File: src/rtl/stack_upstream_receiver.sv
// Stack-side receiver for the PE upstream bus: skid FIFO with headroom-based ready,
// SOP/EOP framing checker, completed-packet counter and sticky error flags.
module stack_upstream_receiver #(
    parameter int DATA_W     = 64,
    parameter int OOB_W      = 32,
    parameter int TYPE_W     = 2,
    parameter int FIFO_DEPTH = 8,
    parameter int SKID       = 4
) (
    input  logic              clk,
    input  logic              reset_poweron,
    input  logic              pe__stu__valid,
    input  logic [1:0]        pe__stu__cntl,
    output logic              stu__pe__ready,
    input  logic [TYPE_W-1:0] pe__stu__type,
    input  logic [DATA_W-1:0] pe__stu__data,
    input  logic [OOB_W-1:0]  pe__stu__oob_data,
    output logic              stu__arb__valid,
    output logic [1:0]        stu__arb__cntl,
    input  logic              arb__stu__ready,
    output logic [TYPE_W-1:0] stu__arb__type,
    output logic [DATA_W-1:0] stu__arb__data,
    output logic [OOB_W-1:0]  stu__arb__oob_data,
    output logic [15:0]       stu__pkt_count,
    output logic              stu__err_framing,
    output logic              stu__err_overflow
);

    localparam int AW      = $clog2(FIFO_DEPTH);
    localparam int PW      = AW + 1;
    localparam int ENTRY_W = 2 + TYPE_W + DATA_W + OOB_W;

    localparam logic [PW-1:0] DEPTH_P = PW'(FIFO_DEPTH);
    localparam logic [PW-1:0] SKID_P  = PW'(SKID);
    localparam logic [PW-1:0] PTR_ONE = PW'(1);

    localparam logic [1:0] CNTL_MOP    = 2'b00;
    localparam logic [1:0] CNTL_SOP    = 2'b01;
    localparam logic [1:0] CNTL_EOP    = 2'b10;
    localparam logic [1:0] CNTL_SOPEOP = 2'b11;

    typedef enum logic [0:0] {
        ST_IDLE   = 1'b0,
        ST_IN_PKT = 1'b1
    } state_t;

    logic [PW-1:0]      wr_ptr_r;
    logic [PW-1:0]      rd_ptr_r;
    logic [ENTRY_W-1:0] mem_r [FIFO_DEPTH];
    logic               ready_r;
    state_t             state_r;
    state_t             state_next_s;
    logic [15:0]        pkt_count_r;
    logic               err_framing_r;
    logic               err_overflow_r;

    logic          empty_s;
    logic          full_s;
    logic          pop_s;
    logic          push_s;
    logic          ovf_s;
    logic [PW-1:0] count_s;
    logic [PW-1:0] next_count_s;
    logic          ready_next_s;
    logic          frm_err_s;
    logic          pkt_done_s;

    assign empty_s = (wr_ptr_r == rd_ptr_r);
    assign full_s  = (wr_ptr_r[AW] != rd_ptr_r[AW]) &&
                     (wr_ptr_r[AW-1:0] == rd_ptr_r[AW-1:0]);
    assign pop_s   = !empty_s && arb__stu__ready;
    // A same-cycle pop frees the slot first, so a push into a full FIFO still lands.
    assign push_s  = pe__stu__valid && (!full_s || pop_s);
    assign ovf_s   = pe__stu__valid && full_s && !pop_s;

    assign count_s      = wr_ptr_r - rd_ptr_r;
    assign next_count_s = count_s + {{AW{1'b0}}, push_s} - {{AW{1'b0}}, pop_s};
    assign ready_next_s = ((DEPTH_P - next_count_s) > SKID_P);

    assign stu__pe__ready    = ready_r;
    assign stu__arb__valid   = !empty_s;
    assign {stu__arb__cntl, stu__arb__type, stu__arb__data, stu__arb__oob_data} =
        mem_r[rd_ptr_r[AW-1:0]];
    assign stu__pkt_count    = pkt_count_r;
    assign stu__err_framing  = err_framing_r;
    assign stu__err_overflow = err_overflow_r;

    // FIFO pointers and registered upstream ready
    always_ff @(posedge clk or negedge reset_poweron) begin
        if (!reset_poweron) begin
            wr_ptr_r <= '0;
            rd_ptr_r <= '0;
            ready_r  <= 1'b0;
        end else begin
            if (push_s) begin
                wr_ptr_r <= wr_ptr_r + PTR_ONE;
            end
            if (pop_s) begin
                rd_ptr_r <= rd_ptr_r + PTR_ONE;
            end
            ready_r <= ready_next_s;
        end
    end

    // Beat storage; cleared on reset so the head fields read zero
    always_ff @(posedge clk or negedge reset_poweron) begin
        if (!reset_poweron) begin
            for (int i = 0; i < FIFO_DEPTH; i++) begin
                mem_r[i] <= '0;
            end
        end else if (push_s) begin
            mem_r[wr_ptr_r[AW-1:0]] <= {pe__stu__cntl, pe__stu__type,
                                        pe__stu__data, pe__stu__oob_data};
        end
    end

    // Framing next-state: every valid beat is tracked, including dropped ones
    always_comb begin
        state_next_s = state_r;
        frm_err_s    = 1'b0;
        pkt_done_s   = 1'b0;
        if (pe__stu__valid) begin
            case (state_r)
                ST_IDLE: begin
                    case (pe__stu__cntl)
                        CNTL_SOP:    state_next_s = ST_IN_PKT;
                        CNTL_SOPEOP: pkt_done_s   = 1'b1;
                        CNTL_MOP:    frm_err_s    = 1'b1;
                        CNTL_EOP:    frm_err_s    = 1'b1;
                        default:     frm_err_s    = 1'b1;
                    endcase
                end
                ST_IN_PKT: begin
                    case (pe__stu__cntl)
                        CNTL_MOP: state_next_s = ST_IN_PKT;
                        CNTL_EOP: begin
                            state_next_s = ST_IDLE;
                            pkt_done_s   = 1'b1;
                        end
                        CNTL_SOP: begin
                            state_next_s = ST_IN_PKT;
                            frm_err_s    = 1'b1;
                        end
                        CNTL_SOPEOP: begin
                            state_next_s = ST_IDLE;
                            frm_err_s    = 1'b1;
                            pkt_done_s   = 1'b1;
                        end
                        default: frm_err_s = 1'b1;
                    endcase
                end
                default: state_next_s = ST_IDLE;
            endcase
        end else begin
            state_next_s = state_r;
        end
    end

    // Framing state, packet counter and sticky error flags
    always_ff @(posedge clk or negedge reset_poweron) begin
        if (!reset_poweron) begin
            state_r        <= ST_IDLE;
            pkt_count_r    <= 16'd0;
            err_framing_r  <= 1'b0;
            err_overflow_r <= 1'b0;
        end else begin
            state_r <= state_next_s;
            if (pkt_done_s) begin
                pkt_count_r <= pkt_count_r + 16'd1;
            end
            if (frm_err_s) begin
                err_framing_r <= 1'b1;
            end
            if (ovf_s) begin
                err_overflow_r <= 1'b1;
            end
        end
    end

endmodule
File: config.mk
export PLATFORM = sky130hd
export DESIGN_NAME = stack_upstream_receiver
export DESIGN_NICKNAME = d
export VERILOG_FILES = /design/src/rtl/stack_upstream_receiver.sv
export SDC_FILE = /design/constraint.sdc
export NUM_CORES = 1
export LEC_CHECK = 0
export CORE_ASPECT_RATIO = 2
export CORE_UTILIZATION = 35
export DETAILED_ROUTE_END_ITERATION = 8
export GPL_ROUTABILITY_DRIVEN = 0
export GPL_TIMING_DRIVEN = 0
export PLACE_DENSITY = 0.51
export SKIP_LAST_GASP = 1
export SYNTH_ARGS = -nofsm -noshare
export SYNTH_HDL_FRONTEND = slang
export SYNTH_SLANG_ARGS = --single-unit
File: constraint.sdc
create_clock -name clk -period 9.9 [get_ports clk]
set_input_delay 1.485 -clock clk [delete_from_list [all_inputs] [get_ports clk]]
set_output_delay 1.485 -clock clk [all_outputs]
set_load 0.02 [all_outputs]
==> After elaboration in Yosys (flattened, before gate mapping) <==
Index checks and enable logic that the tools add are counted.
{ "word_totals": {"ff_bits": 828, "input_bits": 104, "out_inout_bits": 120} }
{ "classes": {"eq_ne": 6, "n_reduce_logical": 15, "n_bitwise": 3, "muxes": 17, "n_addsub": 7, "magnitude_cmp": 4} }
{ "ops": {"columns": ["op", "n"], "rows": [
  ["$bwmux W800", 1],
  ["$bmux W100 S3", 1],
  ["$demux W100 S3", 1],
  ["$mux W100", 3],
  ["$add A16 B1 Y16 const B", 1],
  ["$add A4 B1 Y4 const B", 2],
  ["$ge A4 B4 Y1 const B", 2],
  ["$not A3 Y4", 2],
  ["$pmux W1 S2", 4],
  ["$reduce_or A2 Y1", 4],
  ["$mux W1", 7],
  ["$logic_and A1 B1 Y1", 6],
  ["$add A4 B1 Y4", 1],
  ["$eq A2 B2 Y1 const B", 2],
  ["$eq A4 B4 Y1", 1],
  ["$gt A4 B3 Y1 const B", 1],
  ["$lt A4 B1 Y1 const B", 1],
  ["$sub A4 B1 Y4", 1],
  ["$sub A4 B4 Y4", 1],
  ["$sub A4 B4 Y4 const A", 1],
  ["$eq A3 B3 Y1", 1],
  ["$logic_not A1 Y1", 3],
  ["$eq A2 B1 Y1 const B", 1],
  ["$logic_not A2 Y1", 1],
  ["3 further kinds", 3]
]} }

==> Logic depth before layout (Yosys ltp) <==
{ "logic_depth": {"depth_word": 9, "mapped_depth": 15, "depth_no_buf": 13} }

==> Worst setup path before layout <==
Ideal clock, no wire load.
{ "synth_timing": {"kind": "input -> register", "start": "input port arb__stu__ready", "end": "register ready_r (netlist: stu__pe__ready)", "arrival_ns": 3.498, "setup_slack_ns": 6.280, "setup_ns": 0.122, "path_stages": 12, "path_buffers": 1, "required_time_ns": 9.778, "path_cell_list": "nor2b_1 > nand4b_1 > buf_2 > nand2_1 > fa_1 > inv_1 > fa_1 > inv_1 > ha_1 > fa_1 > xnor2_1 > nand2_1"} }
{ "synth_between": {"elab_chain_len": 7} }
{ "synth_rtl": {"columns": ["item", "line", "rtl"], "rows": [
  ["from (decl)", "20", "input logic arb__stu__ready,"],
  ["$logic_and A1 B1 Y1 (*)", "71", "assign pop_s = !empty_s && arb__stu__ready;"],
  ["$logic_or A1 B1 Y1", "73", "assign push_s = pe__stu__valid && (!full_s || pop_s);"],
  ["$logic_and A1 B1 Y1", "73", null],
  ["$add A4 B1 Y4", "77", "assign next_count_s = count_s + {{AW{1'b0}}, push_s} - {{AW{1'b0}}, pop_s};"],
  ["$sub A4 B1 Y4 (*)", "77", null],
  ["$sub A4 B4 Y4 (*)", "78", "assign ready_next_s = ((DEPTH_P - next_count_s) > SKID_P);"],
  ["$gt A4 B3 Y1 (*)", "78", null],
  ["named net ready_next_s", "64", "logic ready_next_s;"],
  ["to (signal assigned)", "101", "ready_r <= ready_next_s;"],
  ["to (decl)", "50", "logic ready_r;"]
]} }
Mark *: on every way through the listed nets, which the timed path passes. The rest lies on a longest branch.
A chain may end at the register's enable or synchronous reset.

==> Final worst setup path <==
{ "layout_timing": {"start": "register rd_ptr_r[0]", "end": "output port stu__arb__data[38]"} }
{ "layout_between": {"elab_chain_len": 4} }
{ "layout_rtl": {"columns": ["item", "line", "rtl"], "rows": [
  ["from (decl)", "48", "logic [PW-1:0] rd_ptr_r;"],
  ["from (signal assigned)", "99", "rd_ptr_r <= rd_ptr_r + PTR_ONE;"],
  ["$not A3 Y4 (implied by the code)", "83", "mem_r[rd_ptr_r[AW-1:0]];"],
  ["$bmux W100 S3", "83", null],
  ["$mux W100 (implied by the code) (2 in series)", "83", null],
  ["to (decl)", "22", "output logic [DATA_W-1:0] stu__arb__data,"]
]} }
Every way passes these cells. The select of a mux whose other input is x is not followed.

==> results.sh <==
export IMPL_path_clk_slew_ps=60
export IMPL_h_tree_depth=3
export IMPL_crit_fanout=11
export IMPL_viasPerCell=5.16
export IMPL_cts_path_max_buffers=3
export IMPL_cts_tree="done"
export IMPL_swShare=0.340
export IMPL_status="complete, but fails checks"
export IMPL_multi_input_area_sq_mm=0.0157
export IMPL_synth_flop_cell="dfrtp_1"
export IMPL_post_cts_buffers=0
export IMPL_comb_power_share=0.453
export IMPL_clock_skew_ps=29.7
export IMPL_antenna_left=0
export IMPL_synth_top_area_cell="dfrtp_1"
export IMPL_routedWlPerCell_um=24.5
export IMPL_finalWorstSetupSlack_ps=3950
export IMPL_fillCellCount=9605
export IMPL_final_cell_area_sq_mm=0.0442
export IMPL_area_growth_pct=18.5
export IMPL_cts_root_buf="clkbuf_16"
export IMPL_fin_crit_ps=5950
export IMPL_core_area_sq_mm=0.106
export IMPL_hold_viol=0
export IMPL_critPathLaunchType="register"
export IMPL_io_buffers=223
export IMPL_ys_warn_count=0
export IMPL_track_usage=0.194
export IMPL_p_total_mw=16.8
export IMPL_yosysSeqAreaShare=0.555
export IMPL_ir_drop_mv=0.244
export IMPL_max_cap_viol_count=1
export IMPL_setup_tns_ps=0
export IMPL_numCtsBuffers=82
export IMPL_grt_pass1_vias=24691
export IMPL_seqCellArea_sq_mm=0.0207
export IMPL_p_int_mw=11.1
export IMPL_setup_violations=0
export IMPL_drt_iter0_drc=908
export IMPL_cts_resized_gates=0
export IMPL_critPathArrivalTime_ps=4470
export IMPL_hold_path_class="reg -> reg"
export IMPL_violations="capacitance limit, slew limit"
export IMPL_grt_antenna_before_repair=12
export IMPL_period_share=0.601
export IMPL_syn_instance_count=2396
export IMPL_seqPwrFrac=0.353
export IMPL_numClockSinks=828
export IMPL_slew_headroom=-0.0129
export IMPL_synth_edff_count=0
export IMPL_yosys_register_bits=828
export IMPL_num_rows=169
export IMPL_final_max_slew_violation_count=12
export IMPL_criticalPathCategory="reg -> out"
export IMPL_start_util=0.352
export IMPL_drive_gt1_frac=0.448
export IMPL_place_area_sq_mm=0.0414
export IMPL_p_sw_mw=5.71
export IMPL_leakage_nw=19.1
export IMPL_synth_fp_nets=2509
export IMPL_tightest_slew_ps=1520
export IMPL_ctsHoldBuffers=0
export IMPL_grt_max_degree=133
export IMPL_clock_fmax_ghz=0.168
export IMPL_yosysMostFrequentCell="dfrtp_1"
export IMPL_p_clk_frac=0.194
export IMPL_die_w_um=233
export IMPL_floorplan_die_area_sq_mm=0.108
export IMPL_whs_ps=479
export IMPL_syn_avg_cell_area_sq_um=15.6
export IMPL_critPathRequiredTime_ps=8420
export IMPL_clk_latency_ps=680
export IMPL_synth_top_area_frac=0.555
export IMPL_synth_common_cells="828 x dfrtp_1, 703 x mux2_2, 310 x nand2_1"
export IMPL_drt_wl_total_mm=102
export IMPL_power_density_mw_per_mm2=380
export IMPL_fin_util=0.417
export IMPL_overflow=0
export IMPL_num_nets_final=2822
export IMPL_num_vias=21365
export IMPL_hold_start="stu__pkt_count[15]"
export IMPL_drtPass1Iterations=5
export IMPL_drc_errors=0
export IMPL_instances_no_fill=4144
export IMPL_io_pins=224
export IMPL_cp_end_kind="primary output"
export IMPL_post_place_cells=3993
export IMPL_ys_types=35
export IMPL_dpl_hpwl_mm=68.4
export IMPL_grt_pass1_wl_mm=156
export IMPL_post_place_ws_ps=4620
export IMPL_rsz0062_at_grt="false"
export IMPL_ys_async_sr_fraction=1.00
export IMPL_cp_startpoint="rd_ptr_r[0]"
export IMPL_syn_cell_area_sq_mm=0.0373
export IMPL_reg2reg_from="rd_ptr_r[2]"
export IMPL_synthTopCellsByArea="dfrtp_1 56%, mux2_2 21%, mux4_2 12%, mux2_4 3.6%, nand2_1 3.1%"
export IMPL_die_y_um=464
## critical path, cell delays in order, from the launching register on
cell,delay (ps)
dfrtp_1,400
clkbuf_1,270
clkbuf_1,1140
buf_2,610
mux4_2,570
nand2_1,80
nand2_1,130
clkdlybuf4s50_1,560
## sequential cells by signal, summed over array words and instances (netlist names)
signal,flops
mem_r,800
stu__pkt_count,16
rd_ptr_r,4
wr_ptr_r,4
state_r,1
stu__err_framing,1
stu__err_overflow,1
stu__pe__ready,1
## power by group through the flow
stage	sequential (mW)	clock [mW]	combinational, mW
after floorplan	5.67	0	5.25
after global placement	5.90	0	7.60
after detailed placement	6.00	0	7.77
after CTS	5.94	3.37	7.80
after global routing	6.15	3.49	8.19
final	5.93	3.26	7.62
## cell families (layout without fill, tap and decap cells)
| kind of cell | count (synthesis) | after routing | share of synthesized area |
|---|---|---|---|
| AO/OA/AOI/OAI | 8 | 8 | 0.00158 |
| adder cells (fa/ha/maj) | 9 | 9 | 0.00362 |
| buffers and inverters | 172 | 548 | 0.0241 |
| other | 0 | 4 | 0 |
| flip-flops | 828 | 828 | 0.555 |
| multiplexers | 1003 | 1003 | 0.372 |
| AND/OR/NAND/NOR | 349 | 349 | 0.0372 |
| XOR/XNOR | 27 | 27 | 0.00634 |
## worst paths after layout
check,slack [ps],depth (start not counted),endpoint
setup reg to reg,5930,15,stu__pe__ready
setup / recovery,3950,7,stu__arb__data[38]
max in group asynchronous,6110,5,mem_r[315]
min in group asynchronous,820,1,mem_r[436]
hold / removal,480,1,stu__pkt_count[15]
hold reg to reg,480,1,stu__pkt_count[15]
## routing by layer
layer | global-route usage | wire length (um) | up-vias
li1 | - | - | 9295
met2 | 0.354 | 54900 | 382
met5 | 0 | 113 | -
met4 | 0.0612 | 2340 | 18
met1 | 0.226 | 40000 | 11524
met3 | 0.0358 | 4360 | 146
## layout by cell type (no fill, tap or decap), types with 2 or more instances in the layout
cell type	count
dfrtp_1	828
mux2_2	703
nand2_1	310
clkdlybuf4s50_1	222
mux4_2	200
mux2_4	90
clkbuf_16	85
buf_2	81
clkbuf_1	52
xnor2_1	20
buf_4	19
clkbuf_8	17
clkinv_2	13
inv_1	12
buf_1	12
buf_6	11
mux2_1	10
nand3_1	8
and3_1	8
clkinvlp_4	8
xor2_1	7
bufinv_16	7
nor3_1	6
ha_1	6
buf_16	6
nand4_1	5
nor2_1	5
diode_2	4
fa_1	3
a21oi_1	2
inv_6	2
## area by class of cell
cell class,count,area share
antenna,4,0.000226
buffer,160,0.0194
clock buffer,117,0.0547
clock inverter,30,0.00798
inverter,12,0.00102
multi-input combinational,1396,0.355
sequential,828,0.469
tap,1368,0.0387
timing repair buffer,229,0.0543
No activity file was read; power rests on OpenSTA's default activity.
